`config.mk`:
```
export PLATFORM = sky130hd
export DESIGN_NAME = audio_sample_serializer
export DESIGN_NICKNAME = d
export VERILOG_FILES = /design/src/rtl/audio_sample_serializer.sv
export SDC_FILE = /design/constraint.sdc
export NUM_CORES = 1
export LEC_CHECK = 0
export ABC_AREA = 1
export CAP_MARGIN = 5
export CORE_ASPECT_RATIO = 0.5
export CORE_UTILIZATION = 45
export CTS_CLUSTER_DIAMETER = 30
export CTS_CLUSTER_SIZE = 24
export DETAILED_ROUTE_END_ITERATION = 10
export PLACE_DENSITY = 0.7
export SETUP_SLACK_MARGIN = 0.4
export SLEW_MARGIN = 25
export SYNTH_ARGS = -nofsm -noshare
export SYNTH_HDL_FRONTEND = slang
export SYNTH_SLANG_ARGS = --single-unit
```
`constraint.sdc`:
```
create_clock -name c -period 3 [get_ports c]
set_input_delay 0.9 -clock c [delete_from_list [all_inputs] [get_ports c]]
set_output_delay 0.9 -clock c [all_outputs]
set_load 0.02 [all_outputs]
```
`src/rtl/audio_sample_serializer.sv`:
```
// Parallel stereo sample sink: 2-entry FIFO feeding an I2S serializer (bclk/lrclk/sdata).
// Outputs are registered; frames load from the FIFO head at the bit_cnt==31 falling edge.
`timescale 1ns/1ps
module audio_sample_serializer #(
  parameter int BCLK_DIV = 2,
  parameter int CNT_W    = 16
) (
  input  logic             c,
  input  logic             r_n,
  input  logic             en,
  input  logic [31:0]      x,
  input  logic             x_valid,
  output logic             x_ready,
  output logic             bclk,
  output logic             lrclk,
  output logic             sdata,
  output logic             busy,
  output logic             underrun,
  output logic [CNT_W-1:0] underrun_cnt
);

  localparam int DIV_W = (BCLK_DIV > 1) ? $clog2(BCLK_DIV) : 1;
  localparam logic [DIV_W-1:0] DIV_LAST = DIV_W'(BCLK_DIV - 1);

  typedef enum logic {IDLE, RUN} state_t;

  state_t           state;
  logic [DIV_W-1:0] div_cnt;
  logic [4:0]       bit_cnt;
  logic [31:0]      sreg;

  logic [31:0] mem [2];
  logic        wr_ptr;
  logic        rd_ptr;
  logic [1:0]  count;
  logic        push;
  logic        pop;
  logic        fall_edge;
  logic        load_edge;

  assign x_ready   = (count != 2'd2);
  assign push      = x_valid && x_ready;
  assign fall_edge = (state == RUN) && (div_cnt == DIV_LAST) && bclk;
  assign load_edge = fall_edge && (bit_cnt == 5'd31);
  // A stop request at the load edge suppresses the pop as well as the underrun.
  assign pop       = load_edge && en && (count != 2'd0);

  always_ff @(posedge c or negedge r_n) begin
    if (!r_n) begin
      mem[0] <= '0;
      mem[1] <= '0;
      wr_ptr <= 1'b0;
      rd_ptr <= 1'b0;
      count  <= 2'd0;
    end else begin
      if (push) begin
        mem[wr_ptr] <= x;
        wr_ptr      <= ~wr_ptr;
      end
      if (pop) begin
        rd_ptr <= ~rd_ptr;
      end
      case ({push, pop})
        2'b10:   count <= count + 2'd1;
        2'b01:   count <= count - 2'd1;
        default: count <= count;
      endcase
    end
  end

  always_ff @(posedge c or negedge r_n) begin
    if (!r_n) begin
      state        <= IDLE;
      div_cnt      <= '0;
      bit_cnt      <= 5'd31;
      sreg         <= '0;
      bclk         <= 1'b0;
      lrclk        <= 1'b1;
      sdata        <= 1'b0;
      busy         <= 1'b0;
      underrun     <= 1'b0;
      underrun_cnt <= '0;
    end else begin
      underrun <= 1'b0;
      if (state == IDLE) begin
        bclk    <= 1'b0;
        lrclk   <= 1'b1;
        sdata   <= 1'b0;
        sreg    <= '0;
        div_cnt <= '0;
        bit_cnt <= 5'd31;
        busy    <= en;
        if (en) begin
          state <= RUN;
        end
      end else if (div_cnt != DIV_LAST) begin
        div_cnt <= div_cnt + 1'b1;
      end else begin
        div_cnt <= '0;
        bclk    <= ~bclk;
        if (fall_edge) begin
          sdata <= sreg[31];
          if (load_edge) begin
            if (!en) begin
              state <= IDLE;
              busy  <= 1'b0;
            end else begin
              bit_cnt <= 5'd0;
              lrclk   <= 1'b0;
              if (pop) begin
                sreg <= mem[rd_ptr];
              end else begin
                sreg     <= '0;
                underrun <= 1'b1;
                if (underrun_cnt != {CNT_W{1'b1}}) begin
                  underrun_cnt <= underrun_cnt + 1'b1;
                end
              end
            end
          end else begin
            sreg    <= {sreg[30:0], 1'b0};
            bit_cnt <= bit_cnt + 5'd1;
            if (bit_cnt == 5'd15) begin
              lrclk <= 1'b1;
            end
          end
        end
      end
    end
  end

endmodule

```
==> reports/qor.yml, run 1 <==
outcome:
  outcome: "finished, violations left"
  failed_checks: "DRC"
setup_path:
  r2r_slack_ns: 0.57
  worstSetupStartpointType: "flop"
  crit_end: "x_ready"
  critical_path.startpoint: "count[0]"
  timing.rr.end: "count[1]"
  crit_fanout: 5
  cp.required_ns: 2.10
  arrival_ns: 1.59
  critical_path.endpoint_type: "output pin"
  worst-setup-path-type: "flop to output pin"
  worstRegToRegCells: 12
  critical_path.reg2reg.startpoint: "bit_cnt[0]"
cts:
  holdBufCountCts: 0
  clkTransAtPathRegs_ns: 0.05
  clock_path_buffers: 2
  clk_root_buffer_cell: "sky130_fd_sc_hd__clkbuf_16"
  cts_resized: 0
  cts_inserted_buffers: 17
  post_cts.repair.setup_buffers: 0
  cts_tree: "built"
  cts.htree.levels: 4
  cts.sink_count: 128
  clk_latency_ns: 0.41
yosys:
  synth-edff-count: 0
  postSynth.topFlopCell: "sky130_fd_sc_hd__dfrtp_1"
  synth_largest_area_cell: "sky130_fd_sc_hd__dfrtp_1"
  top_cells_by_instance_count_after_synthesis: "sky130_fd_sc_hd__nand2_1, sky130_fd_sc_hd__dfrtp_1, sky130_fd_sc_hd__o21ai_0"
  synthesized_cell_area_um2: 6030
  mean_syn_cell_area_um2: 8.14
  postSynthCellCount: 741
  netlist_top_cells_area: "sky130_fd_sc_hd__dfrtp_1, sky130_fd_sc_hd__nand2_1, sky130_fd_sc_hd__o21ai_0"
  yosysWarningCount: 0
  postSynth.asyncResetShare_pct: 100
  synth_top_area_share_pct: 50.6
  synth.lib_cells_used.distinct: 32
  seq_area_frac_synth_pct: 53.2
  synth.ff_latch_count: 128
  count_leader_synth: "sky130_fd_sc_hd__nand2_1"
  synthesis.nets: 782
floorplanning:
  core_ar_um2: 12900
  ioPinCount: 58
  floorplan.initialDensity_pct: 46.8
  num_rows: 29
  die_y_um: 83.9
  die-area_um2: 13900
  dieWidth_um: 166
global_route:
  met1_usage_pct: 25.7
  globalRouteMet2Util_pct: 33.4
  global_route.usage.met3_pct: 5.31
  grt_start_max_net_pins: 66
  grt-busiest-layer: "met2"
  grt_antenna_before_repair: 0
  global_route.overflow_total: 0
  vias_in_the_first_global_route: 4749
  grt_first_pass_wirelength_mm: 22.3
  grt_usage_pct: 20.1
routing:
  vias: 4853
  detail_route.vias_per_cell: 4.98
  drt_wl_total_mm: 12.4
  drt-initial-drc-count: 380
  detail_route.wl_per_cell_um: 12.8
  final_ant_viol_nets: 0
  detailed_route_drc_error_count: 5
  drt_pass1_iterations: 8
final_layout:
  final_design_area_no_fill_um2: 7350
  ratio_of_cells_with_drive_above_1_in_the_final_layout_pct: 11.7
  finish.net_count: 835
  fillCellCount: 1140
  layout-area-overhead-vs-synth_pct: 21.9
  number_of_antenna_repair_diodes: 0
sta:
  finalHoldViolations: 0
  count_of_final_setup_violators: 0
  slew_headroom_pct: 59.9
  tightest_slew_ns: 0.602
  timing.setup.tns_ns: 0
  final_max_slew_viols: 0
  finClkSkew_ns: 0.00873
  rsz_0062_raised_after_global_routing: "no"
  achievable-frequency_ghz: 0.402
  min_period_over_period_pct: 82.9
  final_critical_path_time_including_i_o_delays_and_setup_ns: 2.49
power:
  power_leakage_nw: 3.51
  max-vdd-ir-drop_mv: 0.459
  p_per_area_nw_per_um2: 898
min_path:
  hp-class: "flop to flop"
placed_design:
  instance_area_after_placement_um2: 6810
  detailed_place_hpwl_mm: 7.77
  io_buffer_count: 57
  place_congestion: 0.852
flow_run:
  maxCapViolations: 0
report_power, final:
group | internal [mW] | switching [mW] | total (mW)
registers | 2.38 | 0.336 | 2.71
clock network | 1.17 | 0.743 | 1.91
logic | 0.810 | 1.17 | 1.98
cell families (layout without fill, tap and decap cells):
kind of cell,after synthesis,in the layout,share of synthesized area [%]
buffers and inverters,91,155,6.24
adder cells (fa/ha/maj),5,5,1.04
flip-flops,128,128,53.2
AO/OA/AOI/OAI,145,145,12.4
multiplexers,1,1,0.166
XOR/XNOR,10,10,1.45
AND/OR/NAND/NOR,361,361,25.5
cell usage in the layout (no fill, tap or decap), types with 9 or more instances in the layout:
master	count
sky130_fd_sc_hd__clkbuf_16	17
sky130_fd_sc_hd__clkdlybuf4s50_1	56
sky130_fd_sc_hd__dfrtp_1	122
sky130_fd_sc_hd__inv_1	55
sky130_fd_sc_hd__nand2_1	274
sky130_fd_sc_hd__nand3_1	10
sky130_fd_sc_hd__nor2_1	25
sky130_fd_sc_hd__o21ai_0	115
sky130_fd_sc_hd__o21ai_1	22
sky130_fd_sc_hd__or2_2	34
sky130_fd_sc_hd__xnor2_1	9
stage by stage:
step	util [%]	power, mW	std cells	hold slack, ns	setup slack, ns
floorplan	-	4.09	741	0.445	0.671
global placement	52.8	4.65	945	0.459	0.475
detailed placement	52.8	4.73	945	0.465	0.417
CTS	57.1	6.67	975	0.479	0.488
global route	57.1	7.13	975	0.495	0.432
finish	57.1	6.60	975	0.475	0.513
critical path, stage by stage (launching register included):
cell and delay [ns]:
sky130_fd_sc_hd__dfrtp_1 0.44, sky130_fd_sc_hd__inv_2 0.05, sky130_fd_sc_hd__nand2_2 0.08, sky130_fd_sc_hd__clkdlybuf4s50_1 0.60
flip-flops by register name, indices dropped and copies added, names as in the netlist:
signal	flops
busy	1
count	2
state	1
lrclk	1
div_cnt	1
bit_cnt	5
underrun_cnt	16
wr_ptr	1
bclk	1
mem	64
sdata	1
sreg	32
rd_ptr	1
underrun	1
routing by layer:
layer	vias to the layer above	share of wire, %
met2	91	47
met3	24	3.3
met4	0	1.7
met1	2284	48
li1	2454	-
met5	-	0
how the worst min path moves through the flow:
| stage | end | start | cells after the start |
|---|---|---|---|
| 2_1_floorplan | mem[33] | mem[33] | 2 |
| 3_3_place_gp | mem[46] | mem[46] | 2 |
| 3_5_place_dp | mem[45] | mem[45] | 2 |
| 4_1_cts | mem[45] | mem[45] | 2 |
| 5_1_grt | mem[5] | mem[5] | 2 |
| 6_report | sdata | sdata | 2 |
cell type report:
class / instances / area [um^2] / share of cell area [%]
sequential: 128 / 3210 / 43.7
multi-input combinational: 522 / 2450 / 33.4
timing repair buffer: 69 / 721 / 9.80
clock buffer: 20 / 457 / 6.21
tap: 170 / 213 / 2.89
inverter: 56 / 210 / 2.86
clock inverter: 10 / 90.1 / 1.23
Note: power is estimated with default switching activity, not from simulation.
==> run 2, diff against run 1 <==
==> constraint.sdc (replaced) <==
create_clock -name c -period 2.3 [get_ports c]
set_input_delay 0.69 -clock c [delete_from_list [all_inputs] [get_ports c]]
set_output_delay 0.69 -clock c [all_outputs]
set_load 0.02 [all_outputs]
==> run 2 against run 1 <==
Net effect:
- the run still ends with DRC left
- die area is the same
- first-iteration DRC count rose by 6.8%
- clock skew is 0.0015 ns higher
- register-to-register slack worse by 0.33 ns
- highest routed layer unchanged
- total power increased by 50%
- sequential share of layout area fell by 3.8 points
- utilization increased by 5.5 points
- via count increased by 6.6%
- combinational power is 81% higher
==> reports/qor.yml, run 2 (synthesis results as in run 1) <==
cts:
  holdBufCountCts: 0  # unchanged
  cts_tree: "built"
  clk_root_buffer_cell: "sky130_fd_sc_hd__clkbuf_16"
  cts_inserted_buffers: 17  # unchanged
  clk_latency_ns: 0.42  # about the same
  cts.sink_count: 128  # unchanged
  clkTransAtPathRegs_ns: 0.06  # about the same
  clock_path_buffers: 2  # unchanged
  cts.htree.levels: 4  # unchanged
final_layout:
  ratio_of_cells_with_drive_above_1_in_the_final_layout_pct: 24.3  # +13 points
  largest-register: "mem"
  final_cell_count_no_fill: 1009  # +3.5%
  layout.cells.most_common: "sky130_fd_sc_hd__nand2_1"
  largest_register_ffs: 64  # unchanged
  finalCoreUtilization_pct: 62.6  # +5.5 points
  finish.net_count: 867  # +3.8%
  layout-area-overhead-vs-synth_pct: 33.7
  number_of_antenna_repair_diodes: 0  # unchanged
  multi_input_area_um2: 2700  # +10%
  reg_top3: "mem (64), sreg (32), underrun_cnt (16)"
  final_cell_mix: "sky130_fd_sc_hd__nand2_1, sky130_fd_sc_hd__dfrtp_1, sky130_fd_sc_hd__o21ai_0"
  ff_latch_area_um2: 3220  # +0.16%
  fillCellCount: 1066  # -6.5%
setup_path:
  critical_path.reg2reg.startpoint: "bit_cnt[0]"
  critical_path.endpoint_type: "flop"
  worst-setup-path-type: "flop to flop"
  r2r_slack_ns: 0.24  # -0.33 ns
  worstRegToRegCells: 12  # unchanged
  crit_fanout: 9  # +4
  cp.required_ns: 2.66  # +0.56 ns
  worstSetupStartpointType: "flop"
  timing.rr.end: "sreg[11]"
  arrival_ns: 2.42  # +0.83 ns
floorplanning:
  die_y_um: 83.9  # unchanged
  floorplan.initialDensity_pct: 46.8  # unchanged
  num_rows: 29  # unchanged
  dieWidth_um: 166  # unchanged
  ioPinCount: 58  # unchanged
  core_ar_um2: 12900  # unchanged
  die-area_um2: 13900  # unchanged
sta:
  min_period_over_period_pct: 89.4
  rsz_0062_raised_after_global_routing: "yes"
  count_of_final_setup_violators: 0  # unchanged
  finClkSkew_ns: 0.0103  # +0.00154 ns
  final_critical_path_time_including_i_o_delays_and_setup_ns: 2.06
  tightest_slew_ns: 0.590  # -0.0122 ns
  timing.setup.tns_ns: 0  # unchanged
  achievable-frequency_ghz: 0.487
  finalHoldViolations: 0  # unchanged
  slew_headroom_pct: 60.7  # +0.81 points
  hold-worst-slack_ns: 0.175  # -0.300 ns
  final_max_slew_viols: 0  # unchanged
min_path:
  hp-class: "input port to asynchronous set/reset pin"
routing:
  final_ant_viol_nets: 0  # unchanged
  detail_route.vias_per_cell: 5.13  # +3.0%
  detail_route.wl_per_cell_um: 14.8  # +16%
  drt_pass1_iterations: 8  # unchanged
  detailed_route_drc_error_count: 6  # +1
  drt_wl_total_mm: 14.9  # +20%
  drt-initial-drc-count: 406  # +6.8%
  vias: 5175  # +6.6%
outcome:
  outcome: "finished, violations left"
  failed_checks: "DRC"
flow_run:
  maxCapViolations: 0  # unchanged
placed_design:
  io_buffer_count: 57  # unchanged
  detailed_place_hpwl_mm: 7.94  # +2.3%
  dpl.cell_count: 950  # +0.53%
  place_congestion: 0.855  # +0.41%
global_route:
  grt_first_pass_wirelength_mm: 24.8  # +11%
  grt_start_max_net_pins: 66  # unchanged
  global_route.overflow_total: 0  # unchanged
  grt_antenna_before_repair: 0  # unchanged
  grt_usage_pct: 22.4  # +2.3 points
  vias_in_the_first_global_route: 5192  # +9.3%
power:
  power_leakage_nw: 3.91  # +11%
  p_per_area_nw_per_um2: 1230  # +37%
  max-vdd-ir-drop_mv: 0.755  # +64%
-- run 2: worst max path at each step --
stage | to | start | cells after the start | slack [ns]
2_1_floorplan | count[1] | bit_cnt[1] | 13 | 0.17
3_3_place_gp | count[1] | en | 9 | 0.12
3_5_place_dp | count[1] | en | 9 | 0.08
4_1_cts | x_ready | count[0] | 3 | 0.29
5_1_grt | sreg[17] | bit_cnt[0] | 12 | 0.17
6_report | sreg[11] | bit_cnt[0] | 12 | 0.24
-- run 2: area by class of cell --
cell class / count / area share [%]
Tap cell: 170 / 2.64
Inverter: 56 / 2.64
Clock buffer: 20 / 5.79
Clock inverter: 12 / 1.66
Timing Repair Buffer: 101 / 13.9
Multi-Input combinational cell: 522 / 33.5
Sequential cell: 128 / 39.9
-- run 2: per-layer routing --
metal  global-route usage (%)  wire length (um)  part of all wire (%)
met5                        0                 0                     0
met4                     6.71               228                   1.5
met3                     5.26               717                   4.8
met2                     38.3              7140                    48
met1                     28.6              6820                    46
-- run 2: where the power goes --
group	switching, mW	internal [mW]	total [mW]
registers	0.504	3.10	3.61
logic	1.95	1.64	3.59
clock network	1.04	1.68	2.73
total	3.50	6.43	9.92
-- run 2: worst max-delay path, cell delays in order (launching register included) --
cell and delay (ns):
sky130_fd_sc_hd__dfstp_2 0.56, sky130_fd_sc_hd__ha_4 0.15, sky130_fd_sc_hd__nand2_4 0.05, sky130_fd_sc_hd__nor2_4 0.11, sky130_fd_sc_hd__ha_4 0.16, sky130_fd_sc_hd__nand4_4 0.14, sky130_fd_sc_hd__buf_6 0.16, sky130_fd_sc_hd__o21ai_4 0.13
sky130_fd_sc_hd__buf_12 0.14, sky130_fd_sc_hd__buf_12 0.12, sky130_fd_sc_hd__buf_16 0.13, sky130_fd_sc_hd__nand2_1 0.07, sky130_fd_sc_hd__nand2_1 0.06
-- run 2: metrics by stage --
step	instance area, um^2	total power, mW	setup WS, ns
4_1_cts	7830	9.49	0.286
3_5_place_dp	6880	6.23	0.0768
3_3_place_gp	6880	6.12	0.123
5_1_grt	8060	10.6	0.165
6_report	8060	9.92	0.245
2_1_floorplan	6080	5.37	0.167
-- run 2: what timing repair did --
action,CTS,global route
hold endpoints to repair,0,0
setup endpoints to repair,76,71
cloned,7,2
gates resized for setup,85,66
pin swaps,10,19
buffers inserted,12,6
==> run 3, diff against run 2 <==
--- a/config.mk
+++ b/config.mk
@@ -5,14 +5,13 @@
 export SDC_FILE = /design/constraint.sdc
 export NUM_CORES = 1
 export LEC_CHECK = 0
-export ABC_AREA = 1
 export CAP_MARGIN = 5
 export CORE_ASPECT_RATIO = 0.5
 export CORE_UTILIZATION = 45
 export CTS_CLUSTER_DIAMETER = 30
 export CTS_CLUSTER_SIZE = 24
 export DETAILED_ROUTE_END_ITERATION = 10
-export PLACE_DENSITY = 0.7
+export PLACE_DENSITY = 0.71
 export SETUP_SLACK_MARGIN = 0.4
 export SLEW_MARGIN = 25
 export SYNTH_ARGS = -nofsm -noshare
==> run 3 against run 2 <==
Net effect:
- worst hold slack improved by 0.12 ns
- clock-buffer cell count grew 1
- the flow now finishes without violations
- cell count is 27% lower
- via count decreased by 20%
- sequential share of layout area is 0.29 points higher
==> reports/qor.yml, run 3 <==
outcome:
  outcome: "finished, final reports clean"
floorplanning:
  core_ar_um2: 12100  # -6.4%
  floorplan.initialDensity_pct: 47.2  # +0.35 points
  num_rows: 28  # -3.4%
  die-area_um2: 13100  # -5.6%
  die_y_um: 81.5  # -2.8%
  ioPinCount: 58  # unchanged
  dieWidth_um: 161  # -2.9%
power:
  seq_power_share_pct: 36.8  # +0.5 points
  power.net_switching_mw: 3.35  # -4.3%
  comb_power_share_pct: 37.6  # +1.4 points
  internal_power_mw: 6.91  # +7.6%
  power_leakage_nw: 3.29  # -16%
  power.switching_fraction_pct: 32.6  # -2.6 points
  p_per_area_nw_per_um2: 1280  # +4.2%
  share_clk_of_total_power_pct: 25.6  # -1.9 points
  p_total_mw: 10.3  # +3.4%
  max-vdd-ir-drop_mv: 0.553  # -27%
setup_path:
  worst_path_dominant_cell_family: "flip-flops"
  critical_path.endpoint_type: "flop"
  cell_repeated_most_along_the_worst_path: "sky130_fd_sc_hd__ha_4"
  worstSetupStartpointType: "flop"
  worstRegToRegCells: 11  # -1
  crit_end: "count[1]"
  cpMaxStageDelayCell: "sky130_fd_sc_hd__dfstp_2"
  arrival_ns: 2.40  # -0.02 ns
  worst-setup-path-type: "flop to flop"
  critical_path.startpoint: "bit_cnt[0]"
  path_depth: 11  # -1
  timing.rr.end: "count[1]"
  r2r_slack_ns: 0.19  # -0.05 ns
  critical_path.max_stage_delay_ns: 0.56  # about the same
  crit_chain: "ha_4 -> and3_4 -> ha_4 -> nand4_4 -> buf_12 -> nor2_4 -> buf_12 -> ha_4 -> xnor2_2 -> nor2_1 -> xor2_1"
  critical_path.reg2reg.startpoint: "bit_cnt[0]"
  crit_fanout: 4  # -5
  critical_path.n_buffers_inverters: 2  # -2
  cp.required_ns: 2.59  # -0.07 ns
placed_design:
  dpl.cell_count: 678  # -29%
  place_worst_setup_slack_ns: -0.235  # -0.311 ns
  io_buffer_count: 57  # unchanged
  place_congestion: 0.793  # -7.3%
  detailed_place_hpwl_mm: 7.51  # -5.4%
routing:
  detailed_route_drc_error_count: 0  # -6
  detail_route.vias_per_cell: 5.59  # +8.9%
  final_ant_viol_nets: 0  # unchanged
  detail_route.wl_per_cell_um: 19.2  # +30%
  drt_pass1_iterations: 4  # -4
  drt-initial-drc-count: 214  # -47%
  vias: 4129  # -20%
  drt_wl_total_mm: 14.2  # -5.0%
final_layout:
  ratio_of_cells_with_drive_above_1_in_the_final_layout_pct: 45.6  # +21 points
  ff_latch_area_um2: 3210  # about the same
  largest_register_ffs: 64  # unchanged
  layout.cells.most_common: "sky130_fd_sc_hd__dfrtp_1"
  fillCellCount: 835  # -22%
  finish.net_count: 602  # -31%
  layout-area-overhead-vs-synth_pct: 40.8
  reg_top3: "mem (64), sreg (32), underrun_cnt (16)"
  finalCoreUtilization_pct: 66.4  # +3.8 points
  multi_input_area_um2: 2670  # -1.2%
  largest-register: "mem"
  final_cell_mix: "sky130_fd_sc_hd__dfrtp_1, sky130_fd_sc_hd__mux2_2, sky130_fd_sc_hd__nand2_1"
  final_cell_count_no_fill: 739  # -27%
  number_of_antenna_repair_diodes: 0  # unchanged
cts:
  clk_root_buffer_cell: "sky130_fd_sc_hd__clkbuf_16"
  cts.htree.levels: 4  # unchanged
  clock_path_buffers: 2  # unchanged
  holdBufCountCts: 0  # unchanged
  clk_latency_ns: 0.42  # about the same
  cts_tree: "built"
  cts_inserted_buffers: 17  # unchanged
  clkTransAtPathRegs_ns: 0.06  # about the same
  cts.sink_count: 128  # unchanged
global_route:
  vias_in_the_first_global_route: 4263  # -18%
  grt_antenna_before_repair: 0  # unchanged
  global_route.overflow_total: 0  # unchanged
  grt_usage_pct: 22.7  # +0.23 points
  grt_start_max_net_pins: 46  # -30%
  grt_first_pass_wirelength_mm: 22.3  # -9.8%
sta:
  slew_headroom_pct: 57.9  # -2.8 points
  count_of_final_setup_violators: 0  # unchanged
  achievable-frequency_ghz: 0.474  # -2.6%
  rsz_0062_raised_after_global_routing: "yes"
  finClkSkew_ns: 0.00812  # -0.00216 ns
  tightest_slew_ns: 0.632  # +0.0424 ns
  final_critical_path_time_including_i_o_delays_and_setup_ns: 2.11  # +0.0539 ns
  min_period_over_period_pct: 91.7  # +2.3 points
  post-route-worst-setup-slack_ns: 0.191  # -0.0539 ns
  final_max_slew_viols: 0  # unchanged
  finalHoldViolations: 0  # unchanged
yosys:
  synthesis.nets: 497  # -36%
  postSynth.asyncResetShare_pct: 100  # unchanged
  netlist_top_cells_area: "sky130_fd_sc_hd__dfrtp_1, sky130_fd_sc_hd__mux2_2, sky130_fd_sc_hd__a22oi_1"
  synth_top_area_share_pct: 53.7  # +3.1 points
  postSynth.topFlopCell: "sky130_fd_sc_hd__dfrtp_1"
  synth.ff_latch_count: 128  # unchanged
  synth_largest_area_cell: "sky130_fd_sc_hd__dfrtp_1"
  postSynthCellCount: 456  # -38%
  synthesized_cell_area_um2: 5690  # -5.7%
  top_cells_by_instance_count_after_synthesis: "sky130_fd_sc_hd__dfrtp_1, sky130_fd_sc_hd__mux2_2, sky130_fd_sc_hd__nand2_1"
  yosysWarningCount: 0  # unchanged
  seq_area_frac_synth_pct: 56.5  # +3.2 points
  synth-edff-count: 0  # unchanged
  mean_syn_cell_area_um2: 12.5  # +53%
  synth.lib_cells_used.distinct: 40  # +25%
  count_leader_synth: "sky130_fd_sc_hd__dfrtp_1"
flow_run:
  maxCapViolations: 0  # unchanged
min_path:
  hp-class: "input port to asynchronous set/reset pin"
==> run 3: cell count changes in the layout (fill, tap and decap cells not counted), moves of 10 or more <==
cell,change
sky130_fd_sc_hd__inv_1,-46
sky130_fd_sc_hd__mux2_2,+97
sky130_fd_sc_hd__nand2_2,-33
sky130_fd_sc_hd__nor2_1,-16
sky130_fd_sc_hd__a22oi_2,+31
sky130_fd_sc_hd__nand2_4,-10
sky130_fd_sc_hd__or2_2,-34
sky130_fd_sc_hd__o21ai_0,-102
sky130_fd_sc_hd__nand2_1,-192
==> run 3: how the worst min path moves through the flow <==
stage | cells past startpoint | endpoint | slack (ns) | from
2_1_floorplan | 0 | bclk | 0.39 | r_n
4_1_cts | 1 | mem[17] | 0.30 | r_n
5_1_grt | 1 | mem[17] | 0.33 | r_n
3_3_place_gp | 2 | sreg[25] | 0.46 | sreg[25]
6_report | 1 | mem[17] | 0.30 | r_n
3_5_place_dp | 1 | busy | 0.47 | busy
==> run 3: layout make-up <==
type	instances	share of cell area (%)
Inverter	6	0.281
Clock inverter	11	1.33
Clock buffer	21	5.88
Multi-Input combinational cell	296	33.4
Sequential cell	128	40.2
Tap cell	165	2.58
Timing Repair Buffer	112	16.4
==> run 3: timing repair <==
action | in CTS | in global routing
resized for setup | 137 | 27
setup endpoints to repair | 74 | 67
endpoints found under the hold margin | 0 | 0
setup buffers | 14 | 7
gates cloned | 6 | 2
pin swaps | 53 | 41
==> run 3: metrics by stage <==
| step | hold WS (ns) | setup TNS, ns | instance area, um^2 |
|---|---|---|---|
| 2_1_floorplan | 0.394 | 0 | 5760 |
| 3_3_place_gp | 0.461 | -1.38 | 6690 |
| 3_5_place_dp | 0.467 | -2.00 | 6690 |
| 4_1_cts | 0.304 | 0 | 7850 |
| 5_1_grt | 0.335 | 0 | 8000 |
| 6_report | 0.295 | 0 | 8000 |
==> run 3: power by group through the flow <==
| stage | clock network, mW | logic, mW | registers (mW) |
|---|---|---|---|
| after floorplan | 0 | 2.20 | 3.63 |
| after global placement | 0 | 2.97 | 3.71 |
| after detailed placement | 0 | 3.04 | 3.76 |
| after CTS | 2.64 | 3.58 | 3.75 |
| after global routing | 2.76 | 4.12 | 3.90 |
| final | 2.63 | 3.85 | 3.78 |
==> run 3: logic make-up after synthesis <==
group / count (synthesis) / share of synthesized area (%)
AOI/OAI and AO/OA: 81 / 9.22
xor gates and xnor gates: 20 / 3.08
adders and majority gates: 5 / 1.10
buffers and inverters: 32 / 2.35
DFF: 128 / 56.5
muxes: 97 / 19.2
and+or+nand+nor: 93 / 8.56
==> run 3: worst register-to-register path, stage by stage (launching register included) <==
cell	delay (ns)
sky130_fd_sc_hd__dfstp_2	0.56
sky130_fd_sc_hd__ha_4	0.13
sky130_fd_sc_hd__and3_4	0.19
sky130_fd_sc_hd__ha_4	0.14
sky130_fd_sc_hd__nand4_4	0.12
sky130_fd_sc_hd__buf_12	0.18
sky130_fd_sc_hd__nor2_4	0.09
sky130_fd_sc_hd__buf_12	0.13
sky130_fd_sc_hd__ha_4	0.14
sky130_fd_sc_hd__xnor2_2	0.10
sky130_fd_sc_hd__nor2_1	0.07
sky130_fd_sc_hd__xor2_1	0.13
==> run 3: layer usage <==
| metal | up-vias | track usage (%) | wire length [um] |
|---|---|---|---|
| met5 | - | 0 | 0 |
| met2 | 104 | 38.9 | 7090 |
| met3 | 32 | 4.49 | 591 |
| met1 | 2114 | 28.4 | 6130 |
| li1 | 1879 | - | - |
| met4 | 0 | 10.2 | 344 |
==> edit: new RTL, flow settings as in run 3 <==
Set the parameter `CNT_W` to 18 (it was 16).
--- a/src/rtl/audio_sample_serializer.sv
+++ b/src/rtl/audio_sample_serializer.sv
@@ -5,3 +5,3 @@
   parameter int BCLK_DIV = 2,
-  parameter int CNT_W    = 16
+  parameter int CNT_W    = 18
 ) (
Interface: changed (resized underrun_cnt); port bits go from 58 to 60. The function was not compared with the original's and may differ.
==> edit against run 3 <==
Wire length decreased by 14%. Sequential cell count grew 2. Cell area decreased by 3.7%. Synthesized area grew 1.7%. Largest power group is now registers. Total power fell by 2.4%. Highest routed layer unchanged. Worst setup slack worse by 0.097 ns. Count of clock-buffer cells in the layout is the same.
==> edit: results (changes against run 3) <==
clkTransAtPathRegs_ns: 0.06  # about the same
drtPass1Iterations: 4  # unchanged
placed_cell_area_mm2: 0.00685  # +2.5%
gp_congestion: 0.770  # -2.9%
area_growth_pct: 33.3
synth_area_leaders: "dfrtp_1, mux2_2, mux2i_1, a22o_1, nand2_1"
timing.slew.headroom_pct: 69.0  # +11 points
via_count: 3987  # -3.4%
drive_above_1_share_pct: 34.3  # -11 points
dp_slack_ns: -0.0840  # +0.151 ns
critPathTopFamily: "simple AND/OR/NAND/NOR gates"
vdd_ir_drop_max_uv: 660  # +19%
cp.arrival_ns: 2.49  # +0.09 ns
nFillCells: 918  # +9.9%
ctsHtreeMaxLevel: 4  # unchanged
outcome: "finished, final reports clean"
grt_max_degree: 55  # +20%
nets: 602  # unchanged
synth_common_cells: "dfrtp_1, mux2_2, nand2_1"
syn_area_per_cell_um2: 12.4  # -0.47%
drt_iter0_drc: 216  # +0.93%
async_reset_ff_share_pct: 100  # unchanged
cpMaxStageDelayCell: "dfstp_2"
skew_ns: 0.0161  # +0.00799 ns
clock_latency_ns: 0.41
power.leakage_nw: 3.47  # +5.6%
dp_hpwl_um: 7220  # -3.8%
grt_pass1_wl_um: 20100  # -10%
place_inst: 689  # +1.6%
synth.distinct_cells: 42  # +5.0%
clock-root-buffer: "clkbuf_16"
grt.total_usage_pct: 19.5  # -3.1 points
synth_nets: 507  # +2.0%
grt_pass1_vias: 4218  # -1.1%
synthFlopType: "dfrtp_1"
top_regs: "mem (64), sreg (32), underrun_cnt (18)"
cp_max_fo: 3  # -1
largest_register_ff_count: 64  # unchanged
antenna_found_initial: 0  # unchanged
routedWlPerCell_um: 16.5  # -14%
numPortBuffers: 59  # +3.5%
seq_area_frac_synth_pct: 56.4  # -0.088 points
-- edit: layer usage --
layer / wire [um] / global-route usage [%] / vias to the layer above
met1: 5610 / 23.8 / 2030
met4: 180 / 9.53 / 0
met5: 0 / 0 / -
met3: 360 / 4.15 / 17
li1: - / - / 1857
met2: 6050 / 33.9 / 83
-- edit: path summary, 6_finish.rpt --
check                           start         end  slack (ns)  cells past startpoint
min reg2reg                      busy        busy        0.49                      1
min                               r_n    underrun        0.18                      1
max                        bit_cnt[0]    count[1]        0.09                     11
min in group c                   busy        busy        0.49                      1
max in group asynchronous         r_n  bit_cnt[1]        1.48                      2
max reg2reg                bit_cnt[0]    count[1]        0.09                     11
-- edit: where the power goes --
group / leakage, nW / switching (mW) / internal, mW
Combinational: 1.56 / 1.51 / 1.85
Sequential: 1.62 / 0.601 / 3.24
Clock: 0.298 / 0.987 / 1.82
-- edit: timing repair --
item	CTS	global route
setup buffers	7	9
resized for setup	55	29
endpoints found under the setup margin	81	70
pin swaps	5	9
gates cloned	1	1
-- edit: area by class of cell --
type | instances | area share, %
Clock buffer | 21 | 6.23
Clock inverter | 11 | 1.96
Inverter | 7 | 0.373
Multi-Input combinational cell | 304 | 33.0
Sequential cell | 130 | 42.4
Tap cell | 165 | 2.68
Timing Repair Buffer | 101 | 13.4
-- edit: logic make-up after synthesis --
group                      share of synthesized area (%)
xor gates and xnor gates                            3.03
AOI/OAI and AO/OA                                   9.63
DFF                                                 56.4
muxes                                               18.8
adders and majority gates                           1.08
and+or+nand+nor                                     8.05
buffers and inverters                               2.99
